File: src/rtl/imem_loader_pkg.sv
// rtl/imem_loader_pkg.sv - shared state encoding and framing constants for the program loader
package imem_loader_pkg;

  typedef enum logic [2:0] {
    ST_IDLE,
    ST_HEADER,
    ST_PAYLOAD,
    ST_CHECK,
    ST_DONE,
    ST_ERROR
  } loaderState_t;

  localparam int BYTES_PER_WORD = 4;
  localparam int BYTE_COUNT_W   = $clog2(BYTES_PER_WORD);
  localparam logic [BYTE_COUNT_W-1:0] LAST_BYTE = BYTE_COUNT_W'(BYTES_PER_WORD - 1);

  // A new frame may only be opened when no frame is in flight.
  function automatic logic canStart(input loaderState_t s);
    return (s == ST_IDLE) || (s == ST_DONE) || (s == ST_ERROR);
  endfunction

endpackage

File: src/rtl/imem_loader_byte_assembler.sv
// rtl/imem_loader_byte_assembler.sv - big-endian 8-to-32 bit word assembler
module byte_assembler
  import imem_loader_pkg::*;
(
  input  logic        clk,
  input  logic        reset,
  input  logic        clear,
  input  logic [7:0]  byteData,
  input  logic        byteValid,
  output logic [31:0] word,
  output logic        wordValid
);

  logic [23:0]             shiftReg;
  logic [BYTE_COUNT_W-1:0] byteCount;

  // The word is presented together with its final byte so the caller can act
  // on the same edge that accepts that byte.
  assign wordValid = byteValid && (byteCount == LAST_BYTE);
  assign word      = {shiftReg, byteData};

  // Shift in accepted bytes MSB first; counter wraps naturally after each word.
  always_ff @(posedge clk) begin
    if (!reset || clear) begin
      shiftReg  <= '0;
      byteCount <= '0;
    end else if (byteValid) begin
      shiftReg  <= {shiftReg[15:0], byteData};
      byteCount <= byteCount + BYTE_COUNT_W'(1);
    end
  end

endmodule

File: src/rtl/imem_loader.sv
// rtl/imem_loader.sv - framed byte-stream loader that writes instruction memory and holds the CPU
module imem_loader
  import imem_loader_pkg::*;
#(
  parameter int ADDR_WIDTH = 8,
  parameter int DEPTH      = 256
) (
  input  logic                  clk,
  input  logic                  reset,
  input  logic                  start,
  input  logic [7:0]            in_data,
  input  logic                  in_valid,
  output logic                  in_ready,
  output logic                  mem_we,
  output logic [ADDR_WIDTH-1:0] mem_addr,
  output logic [31:0]           mem_wdata,
  output logic                  cpu_hold,
  output logic                  done,
  output logic                  error,
  output logic [ADDR_WIDTH:0]   words_loaded
);

  localparam logic [31:0]         DEPTH_W = 32'(DEPTH);
  localparam logic [ADDR_WIDTH:0] ONE     = (ADDR_WIDTH + 1)'(1);

  loaderState_t          state;
  logic [31:0]           sum;
  logic [ADDR_WIDTH:0]   frameCount;
  logic [ADDR_WIDTH:0]   nextLoaded;
  logic                  byteAccept;
  logic                  headerEntry;
  logic [31:0]           word;
  logic                  wordValid;

  assign byteAccept  = in_valid && in_ready;
  assign headerEntry = start && canStart(state);
  assign nextLoaded  = words_loaded + ONE;

  byte_assembler u_assembler (
    .clk       (clk),
    .reset     (reset),
    .clear     (headerEntry),
    .byteData  (in_data),
    .byteValid (byteAccept),
    .word      (word),
    .wordValid (wordValid)
  );

  // Frame sequencer: all outputs are registered alongside the state so that
  // handshake, hold and status change on the same edge as the transition.
  always_ff @(posedge clk) begin
    if (!reset) begin
      state        <= ST_IDLE;
      in_ready     <= 1'b0;
      mem_we       <= 1'b0;
      mem_addr     <= '0;
      mem_wdata    <= '0;
      cpu_hold     <= 1'b0;
      done         <= 1'b0;
      error        <= 1'b0;
      words_loaded <= '0;
      sum          <= '0;
      frameCount   <= '0;
    end else begin
      mem_we <= 1'b0;
      case (state)
        ST_IDLE, ST_DONE, ST_ERROR: begin
          if (start) begin
            state        <= ST_HEADER;
            in_ready     <= 1'b1;
            cpu_hold     <= 1'b1;
            done         <= 1'b0;
            error        <= 1'b0;
            words_loaded <= '0;
            sum          <= '0;
            frameCount   <= '0;
          end
        end

        ST_HEADER: begin
          if (wordValid) begin
            if (word == 32'd0) begin
              state <= ST_CHECK;
            end else if (word > DEPTH_W) begin
              state    <= ST_ERROR;
              error    <= 1'b1;
              in_ready <= 1'b0;
            end else begin
              state      <= ST_PAYLOAD;
              frameCount <= word[ADDR_WIDTH:0];
            end
          end
        end

        ST_PAYLOAD: begin
          if (wordValid) begin
            mem_we       <= 1'b1;
            mem_addr     <= words_loaded[ADDR_WIDTH-1:0];
            mem_wdata    <= word;
            words_loaded <= nextLoaded;
            sum          <= sum + word;
            if (nextLoaded == frameCount) begin
              state <= ST_CHECK;
            end
          end
        end

        ST_CHECK: begin
          if (wordValid) begin
            in_ready <= 1'b0;
            if (word == sum) begin
              state    <= ST_DONE;
              done     <= 1'b1;
              cpu_hold <= 1'b0;
            end else begin
              state <= ST_ERROR;
              error <= 1'b1;
            end
          end
        end

        default: begin
          state    <= ST_IDLE;
          in_ready <= 1'b0;
          cpu_hold <= 1'b0;
        end
      endcase
    end
  end

endmodule

File: config.mk
export PLATFORM = sky130hd
export DESIGN_NAME = imem_loader
export DESIGN_NICKNAME = d
export VERILOG_FILES = /design/src/rtl/imem_loader_pkg.sv /design/src/rtl/imem_loader_byte_assembler.sv /design/src/rtl/imem_loader.sv
export SDC_FILE = /design/constraint.sdc
export NUM_CORES = 1
export LEC_CHECK = 0
export CELL_PAD_IN_SITES_DETAIL_PLACEMENT = 1
export CELL_PAD_IN_SITES_GLOBAL_PLACEMENT = 1
export CORE_MARGIN = 5
export CORE_UTILIZATION = 46
export DETAILED_ROUTE_END_ITERATION = 12
export GPL_TIMING_DRIVEN = 0
export PLACE_DENSITY = 0.93
export SYNTH_ARGS = -nofsm -noshare
export SYNTH_HDL_FRONTEND = slang
export SYNTH_SLANG_ARGS = --single-unit
File: constraint.sdc
create_clock -name clk -period 7.9 [get_ports clk]
set_input_delay 1.975 -clock clk [delete_from_list [all_inputs] [get_ports clk]]
set_output_delay 1.975 -clock clk [all_outputs]
set_load 0.02 [all_outputs]
# --- Word-level counts from Yosys, hierarchy flattened ---
# Index checks and enable logic that the tools add are counted.
word_totals:
  reg_bits: 124
  latchBits: 0
  ram_bits: 0
  rom_bits: 0
  output_inout_bits: 54
  memories: 0
op_classes:
  add_sub_neg: 3
  n_mul: 0
  n_div: 0
  order_cmp: 1
  eq_ne: 18
  shift: 0
  mux: 39
  bitwise_logic: 2
  reduce_logical: 24
op_table:
  columns: ["op", "n"]
  rows:
  - ["$mux 32", 2]
  - ["$pmux 32 s2", 1]
  - ["$mux 9", 5]
  - ["$pmux 9 s2", 2]
  - ["$add 32x32->32", 1]
  - ["$eq 32x32->1", 1]
  - ["$gt 32x9->1 const B", 1]
  - ["$logic_not 32->1", 1]
  - ["$mux 3", 7]
  - ["$mux 1", 17]
  - ["$ne 2x2->1 const B", 7]
  - ["$pmux 3 s4", 1]
  - ["$reduce_and 5->1", 2]
  - ["$add 9x1->9 const B", 1]
  - ["$eq 9x9->1", 1]
  - ["$reduce_and 4->1", 2]
  - ["$reduce_and 7->1", 1]
  - ["$eq 3x2->1 const B", 2]
  - ["$eq 3x3->1 const B", 2]
  - ["$ne 2x1->1 const B", 3]
  - ["$pmux 1 s3", 2]
  - ["$reduce_and 6->1", 1]
  - ["$reduce_bool 2->1", 3]
  - ["$pmux 1 s4", 1]
  - ["other kinds (14)", 20]

# --- Longest topological paths before layout ---
depth:
  depth_word: 5
  depth_mapped: 10

# --- Modules after synthesis ---
# Synthesis repeated with hierarchy kept, for this count alone.
unflattened:
  cells_unflattened: 849
  hier_area_um2: 6959.2
by_module_without_submodules:
  columns: ["module", "instances", "cells_each", "area_each_um2", "seq_area_each_um2"]
  rows:
  - ["imem_loader", 1, 754, 5911.9, 1961.9]
  - ["byte_assembler", 1, 95, 1047.3, 520.5]

# --- Worst setup path after synthesis ---
# No wires, ideal clock.
synth_path:
  path_type: "input to register"
  from: "in in_data[0]"
  to: "reg sum[16]"
  setup_time_ps: 115
  arrival_time_ps: 3896
  slack_ps: 3890
  path_stages: 10
  n_path_buf: 0
  path_cell_list: "ha_1 > fa_1 > a21o_1 > a31oi_1 > o21ai_1 > o21a_1 > a41oi_1 > xor2_1 > o21ai_0 > and2_1"
synth_between:
  elab_chain_len: 3
synth_lines:
  columns: ["element", "line", "rtl"]
  rows:
  - ["start, declared", "imem_loader.sv:11", "input logic [7:0] in_data,"]
  - ["$add 32x32->32", "imem_loader.sv:101", "sum <= sum + word;"]
  - ["$mux 32", "imem_loader.sv:96", "if (wordValid) begin"]
  - ["$pmux 32 s2", "imem_loader.sv:66", "case (state)"]
  - ["end signal, assigned", "imem_loader.sv:101", null]
  - ["end, declared", "imem_loader.sv:27", "logic [31:0] sum;"]
# Every way passes these cells. The select of a mux whose other input is x is not followed.
# A chain may end at the register's enable or synchronous reset.

# --- Worst setup path in the final report ---
layout_path:
  from: "in in_valid"
  to: "reg mem_wdata[13]"
layout_between:
  elab_chain_len: 3
layout_lines:
  columns: ["element", "line", "rtl"]
  rows:
  - ["start, declared", "imem_loader.sv:12", "input logic in_valid,"]
  - ["$logic_and 1x1->1", "imem_loader.sv:35", "assign byteAccept = in_valid && in_ready;"]
  - ["$logic_and 1x1->1", "imem_loader_byte_assembler.sv:19", "assign wordValid = byteValid && (byteCount == LAST_BYTE);"]
  - ["$reduce_and 2->1 (no line)", null, null]
  - ["end signal, assigned", "imem_loader.sv:99", "mem_wdata <= word;"]
  - ["end, declared", "imem_loader.sv:16", "output logic [31:0] mem_wdata,"]
# Every way passes these cells.

==> flow_summary.json <==
{
  "status": "completed",
  "finalMaxSlewViolations": 0,
  "timing.fmax_mhz": 189,
  "peakVddDrop_v": 0.000158,
  "synth_edf_count": 0,
  "grt_first_pass_wirelength_mm": 41.7,
  "path_cells": "clkdlybuf4s50_1 > and2_1 > buf_2 > nand2_1 > nor4_2 > clkbuf_1 > buf_1 > nand2_1 > a21boi_0",
  "die_x_um": 132,
  "synth.avg_cell_area_um2": 7.82,
  "ys_ff_latch": 124,
  "worstPathRequired_ns": 8.24,
  "final_cells": 1158,
  "crit_path_start": "in_valid",
  "cp_slowest_stage_delay_ns": 0.93,
  "hold_buffers": 0,
  "num_io_pins": 66,
  "fp-row-count": 44,
  "setup_violations": 0,
  "cpLargestDelayFamily": "buffers and inverters",
  "n_antenna_cell": 0,
  "p_leak_nw": 3.15,
  "die-area_um2": 17500,
  "gp_congestion": 0.923,
  "post_cts_buffers": 0,
  "drt_iter0_markers": 646,
  "port_buffers": 65,
  "worstSkewPairLatency_ns": 0.44,
  "cap_violations": 0,
  "routed_via_density": 6.28,
  "ant_nets": 0,
  "p_per_area_nw_per_um2": 216,
  "rsz0062_at_grt": "no",
  "drtPass1Iterations": 8,
  "end_kind": "register",
  "cp-start-kind": "input port",
  "arrival_ns": 5.64,
  "grt_max_degree": 17,
  "crit_end": "mem_wdata[13]",
  "grtUsageTotal_pct": 29.7,
  "numPlacedInstances": 1126,
  "overflow": 0,
  "core_um2": 14600,
  "yosysWarnings": 0,
  "synthCells": 877,
  "ys_types": 60,
  "cp.buffers_inverters": 4,
  "multi_input_area_um2": 4100,
  "rrSetupSlack_ns": 4.23,
  "antenna_found_initial": 0,
  "reg2reg_depth": 8,
  "route.final.wire_length_mm": 26.5,
  "cts_buffer_depth": 2,
  "syn_to_final_growth_pct": 21.6,
  "ys_seq_area_share_pct": 36.2,
  "crit_top_cell": "nand2_1",
  "grt_pass1_vias": 7709,
  "final_hold_viol_count": 0,
  "fin_crit_sh_pct": 67.1,
  "slew_headroom_pct": 20.5,
  "drc": 0,
  "hpwl_mm": 17.5,
  "clk_pin_slew_ns": 0.06,
  "crit_slowest_cell": "nor4_2",
  "tritoncts": "built",
  "rr_startpoint": "in_ready",
  "avgRoutedWirePerCell_um": 22.9,
  "synth_nets": 923,
  "h-tree-depth": 4,
  "critical_path.max_fanout": 10,
  "synthFlopType": "dfxtp_1",
  "synth_area_um2": 6860,
  "initial_core_util_pct": 47.0,
  "timing.final.crit_period_ns": 5.30,
  "regArea_um2": 2480,
  "nets": 1007,
  "tightest_slew_ns": 1.18,
  "fill_cells": 1799,
  "path_class": "in -> reg",
  "path_depth": 9,
  "hold_path_class": "reg -> reg",
  "async_flop_share_pct": 0,
  "setup_tns_ns": 0,
  "numCtsBuffers": 17,
  "die_y_um": 132,
  "cts_num_sinks": 124,
  "post_route_cells_drive_above_1_share_pct": 4.83,
  "rr_endpoint": "mem_wdata[13]",
  "routed-via-count": 7277,
  "skew_ns": 0.0148,
  "clock-root-buffer": "clkbuf_16",
  "postCtsResizedCells": 0
}
-- sequential cells by signal (all words and copies together) (netlist names), 2 cells and up --
register	cells
state	3
u_assembler.shiftReg	24
mem_wdata	32
words_loaded	9
frameCount	9
mem_addr	8
u_assembler.byteCount	2
sum	32
-- worst register-to-register path, cell delays in order, from the launching register on --
cell,delay [ns]
dfxtp_1,0.41
and2_1,0.15
buf_2,0.26
nand2_1,0.22
nor4_2,0.93
clkbuf_1,0.58
buf_1,0.61
nand2_1,0.19
a21boi_0,0.22
-- power by group --
part	switching, mW	leakage, nW	total [mW]	internal, mW
Sequential	0.0240	1.00	0.669	0.645
Clock	0.343	0.286	0.823	0.480
Combinational	0.207	1.86	0.308	0.101
Total	0.575	3.15	1.80	1.23
-- per-layer routing --
layer	global-route usage, %	share of wire [%]
met2	50.8	49
met1	35.9	40
met5	0	0
met3	7.02	7.7
met4	12.1	3.5
-- synth_stat cells, types with 2 or more instances --
cell type | instances | area, um^2
nand3b_1 | 2 | 15.0
clkbuf_1 | 48 | 180
ha_1 | 33 | 413
inv_1 | 9 | 33.8
and2_1 | 19 | 119
o211a_1 | 2 | 20.0
a21oi_1 | 64 | 320
nand4_1 | 5 | 31.3
a41oi_1 | 2 | 17.5
o31a_1 | 2 | 17.5
mux2i_1 | 11 | 110
a31oi_1 | 6 | 37.5
a21o_1 | 16 | 120
and4_1 | 3 | 26.3
o211ai_1 | 6 | 45.0
o21bai_1 | 4 | 30.0
dfxtp_1 | 124 | 2480
xnor2_1 | 22 | 193
o21a_1 | 2 | 15.0
nand2_1 | 188 | 706
nand2b_1 | 9 | 56.3
xor2_1 | 19 | 166
nor3b_1 | 2 | 15.0
a21boi_0 | 50 | 375
nor4_1 | 17 | 106
and3_1 | 16 | 100
nor2_1 | 32 | 120
a211o_1 | 2 | 17.5
a22oi_1 | 3 | 22.5
o21ai_1 | 2 | 10.0
nor3_1 | 11 | 55.1
buf_2 | 5 | 25.0
or4_1 | 2 | 15.0
or3_1 | 3 | 18.8
buf_1 | 3 | 11.3
nand3_1 | 40 | 200
o21ai_0 | 47 | 235
nor2b_1 | 23 | 144
a211oi_1 | 2 | 15.0
-- through the flow --
step	hold slack, ns	power (mW)	setup WS (ns)	util, %	instance area, um^2
final	0.462	1.80	2.60	57.2	8340
after CTS	0.469	1.79	2.80	57.2	8340
after global routing	0.491	1.84	2.61	57.2	8340
after floorplan	0.432	0.870	3.89	-	6860
after detailed placement	0.459	0.966	2.51	53.1	7740
after global placement	0.447	0.955	2.63	53.1	7740
-- layout by cell type (no fill, tap or decap), types with 3 or more instances in the layout --
cell type | Yosys | routed
a21boi_0 | 50 | 50
a21o_1 | 16 | 16
a21oi_1 | 64 | 64
a22oi_1 | 3 | 3
a31oi_1 | 6 | 6
and2_1 | 19 | 19
and3_1 | 16 | 16
and4_1 | 3 | 3
buf_1 | 3 | 3
buf_2 | 5 | 5
clkbuf_1 | 48 | 48
clkbuf_16 | 0 | 17
clkdlybuf4s50_1 | 0 | 65
clkinv_4 | 0 | 3
clkinvlp_4 | 0 | 3
dfxtp_1 | 124 | 124
ha_1 | 33 | 33
inv_1 | 9 | 9
inv_6 | 0 | 4
mux2i_1 | 11 | 11
nand2_1 | 188 | 188
nand2b_1 | 9 | 9
nand3_1 | 40 | 40
nand4_1 | 5 | 5
nor2_1 | 32 | 32
nor2b_1 | 23 | 23
nor3_1 | 11 | 11
nor4_1 | 17 | 17
o211ai_1 | 6 | 6
o21ai_0 | 47 | 47
o21bai_1 | 4 | 4
or3_1 | 3 | 3
xnor2_1 | 22 | 22
xor2_1 | 19 | 19
-- kinds of logic (layout without fill, tap and decap cells) --
| logic type | Yosys count | in the layout | share of synthesized area [%] |
|---|---|---|---|
| compound gates | 224 | 224 | 21.0 |
| xor+xnor | 41 | 41 | 5.23 |
| fa+ha+maj | 34 | 34 | 6.31 |
| buf+inv | 68 | 165 | 3.99 |
| flops | 124 | 124 | 36.2 |
| mux | 11 | 11 | 1.61 |
| simple gates | 375 | 375 | 25.7 |
-- worst min path at each step --
stage               cells past startpoint          start  slack, ns       endpoint
global placement                        2        sum[22]       0.45        sum[22]
floorplan                               2        sum[17]       0.43        sum[17]
finish                                  2  mem_wdata[25]       0.46  mem_wdata[25]
global route                            2   mem_wdata[6]       0.49   mem_wdata[6]
detailed placement                      2  mem_wdata[30]       0.46  mem_wdata[30]
CTS                                     2  mem_wdata[25]       0.47  mem_wdata[25]
-- area by class of cell --
cell class                 instances  area share, %
inverter                           9          0.405
buffer                            59           2.88
sequential                       124           29.8
multi-input combinational        685           49.2
tap                              184           2.76
clock buffer                      18           5.27
timing repair buffer              65           7.80
clock inverter                    14           1.92
No activity file was read; power rests on OpenSTA's default activity.
==> variant (config.mk and constraints unchanged) <==
Change the package constant `BYTES_PER_WORD` from 4 to 16.
--- a/src/rtl/imem_loader_pkg.sv
+++ b/src/rtl/imem_loader_pkg.sv
@@ -12,3 +12,3 @@
 
-  localparam int BYTES_PER_WORD = 4;
+  localparam int BYTES_PER_WORD = 16;
   localparam int BYTE_COUNT_W   = $clog2(BYTES_PER_WORD);
Check against the original RTL: not equivalent (Yosys sat finds a counterexample within 10 cycles, from zero or initial values and one cycle with reset low).
==> variant against the original RTL <==
- power increased by 1.6%
- final area shrank 4.4%
- sequential cell count grew 2
- setup slack better by 0.21 ns
- synthesized area fell by 5.9%
- count of clock-buffer cells in the layout grew 4
- routed wire length fell by 12%
- global-route usage decreased by 0.58 points
==> variant: results (changes against the original RTL) <==
| Metric | Value |
|---|---|
| Post-synth top cells | `nand2_1 (199), dfxtp_1 (126), a21oi_1 (111) (was nand2_1 (188), dfxtp_1 (124), a21oi_1 (64))` |
| Hold endpoint | `sum[23] (was mem_wdata[25])` |
| Via Count | `6622 (was 7277)` |
| Outcome | `finished, final reports clean (unchanged)` |
| Routability Congestion | `0.928 (was 0.923)` |
| Global-route wire length before repair | `37400 um (was 41700 um)` |
| Multi-In Gates | `647 (was 685)` |
| Fin Clk Skew | `0.00646 ns (was 0.0148 ns)` |
| Max VDD drop | `0.000180 V (was 0.000158 V)` |
| Post-Syn Nets | `877 (was 923)` |
| Final #Nets | `961 (was 1007)` |
| Number of global-route vias before repair | `7172 (was 7709)` |
| XOR/XNOR share of the synthesized area | `6.38% (was 5.23%)` |
| Met3 routed WL | `1390 um (was 2050 um)` |
| Bufs w/o clock | `116 (was 124)` |
| Met3 Track Usage GR | `6.48% (was 7.02%)` |
| Tapcells | `180 (was 184)` |
| CP Capture Point | `state[2] (was mem_wdata[13])` |
| Met1 Use GR | `35.4% (was 35.9%)` |
| Mapped Cells | `831 (was 877)` |
| Total Routing Usage GR | `29.2% (was 29.7%)` |
| Final non-filler cell total | `1108 (was 1158)` |
| DRT iter0 DRCs | `575 (was 646)` |
| CP Launch Point | `in_data[6] (was in_valid)` |
| Layout cells sized above 1 | `4.74% (was 4.83%)` |
| # clk buffers | `22 (was 18)` |
| Hold_ws | `0.450 ns (was 0.462 ns)` |
| Setup WS pre-CTS | `2.49 ns (was 2.51 ns)` |
| Worst Tran Pin Value | `1.05 ns (was 1.18 ns)` |
| Placed cell areas | `0.00733 mm2 (was 0.00774 mm2)` |
| Leakage power | `0.00297 uW (was 0.00315 uW)` |
| Synth Area in Compound Gates | `21.0% (about the same)` |
| Post-Route WL | `23400 um (was 26500 um)` |
| Post-DP HPWL | `16000 um (was 17500 um)` |
| Non-clock buffer share | `10.6% (was 10.7%)` |
| Fraction of area in registers | `31.6% (was 29.8%)` |
| Synth area leaders | `dfxtp_1 (39%), nand2_1 (12%), a21oi_1 (8.6%) (was dfxtp_1 (36%), nand2_1 (10%), ha_1 (6.0%))` |
| R2r worst-path depth | `10 (was 8)` |
| Adder-cell area share of the yosys netlist | `6.71% (was 6.31%)` |
| Library cells used by synthesis | `53 (was 60)` |
| Share of synthesized area spent on multiplexers | `0.155% (was 1.60%)` |
| Register Area | `0.00252 mm2 (was 0.00248 mm2)` |
-- variant: cell types whose count changed in the layout (fill, tap and decap cells not counted), moves of 10 or more --
cell / unedited run / this run
a21boi_0: 50 / 1
a21oi_1: 64 / 111
nand3_1: 40 / 11
nor2b_1: 23 / 7
nor2_1: 32 / 46
o21ai_0: 47 / 33
and3_1: 16 / 3
nand2_1: 188 / 199
a22oi_1: 3 / 13
mux2i_1: 11 / 1
o21ai_1: 2 / 12
-- variant: report_power, final --
group	leakage (uW)	internal, uW	switching [uW]	total (uW)
sequential	0.00102	656	24.0	680
clock	0.000312	560	300	860
combinational	0.00164	82.9	207	289
total	0.00297	1300	531	1830
-- variant: critical path, stage by stage --
cell and delay, ns:
clkdlybuf4s50_1 0.64, ha_1 0.30, clkbuf_1 0.19, nor4_1 0.38
nand4_1 0.22, nor3_1 0.50, a21oi_1 0.20, nor3_1 0.33
a21oi_1 0.18, o21ai_1 0.22, o211ai_1 0.15, a21oi_1 0.17
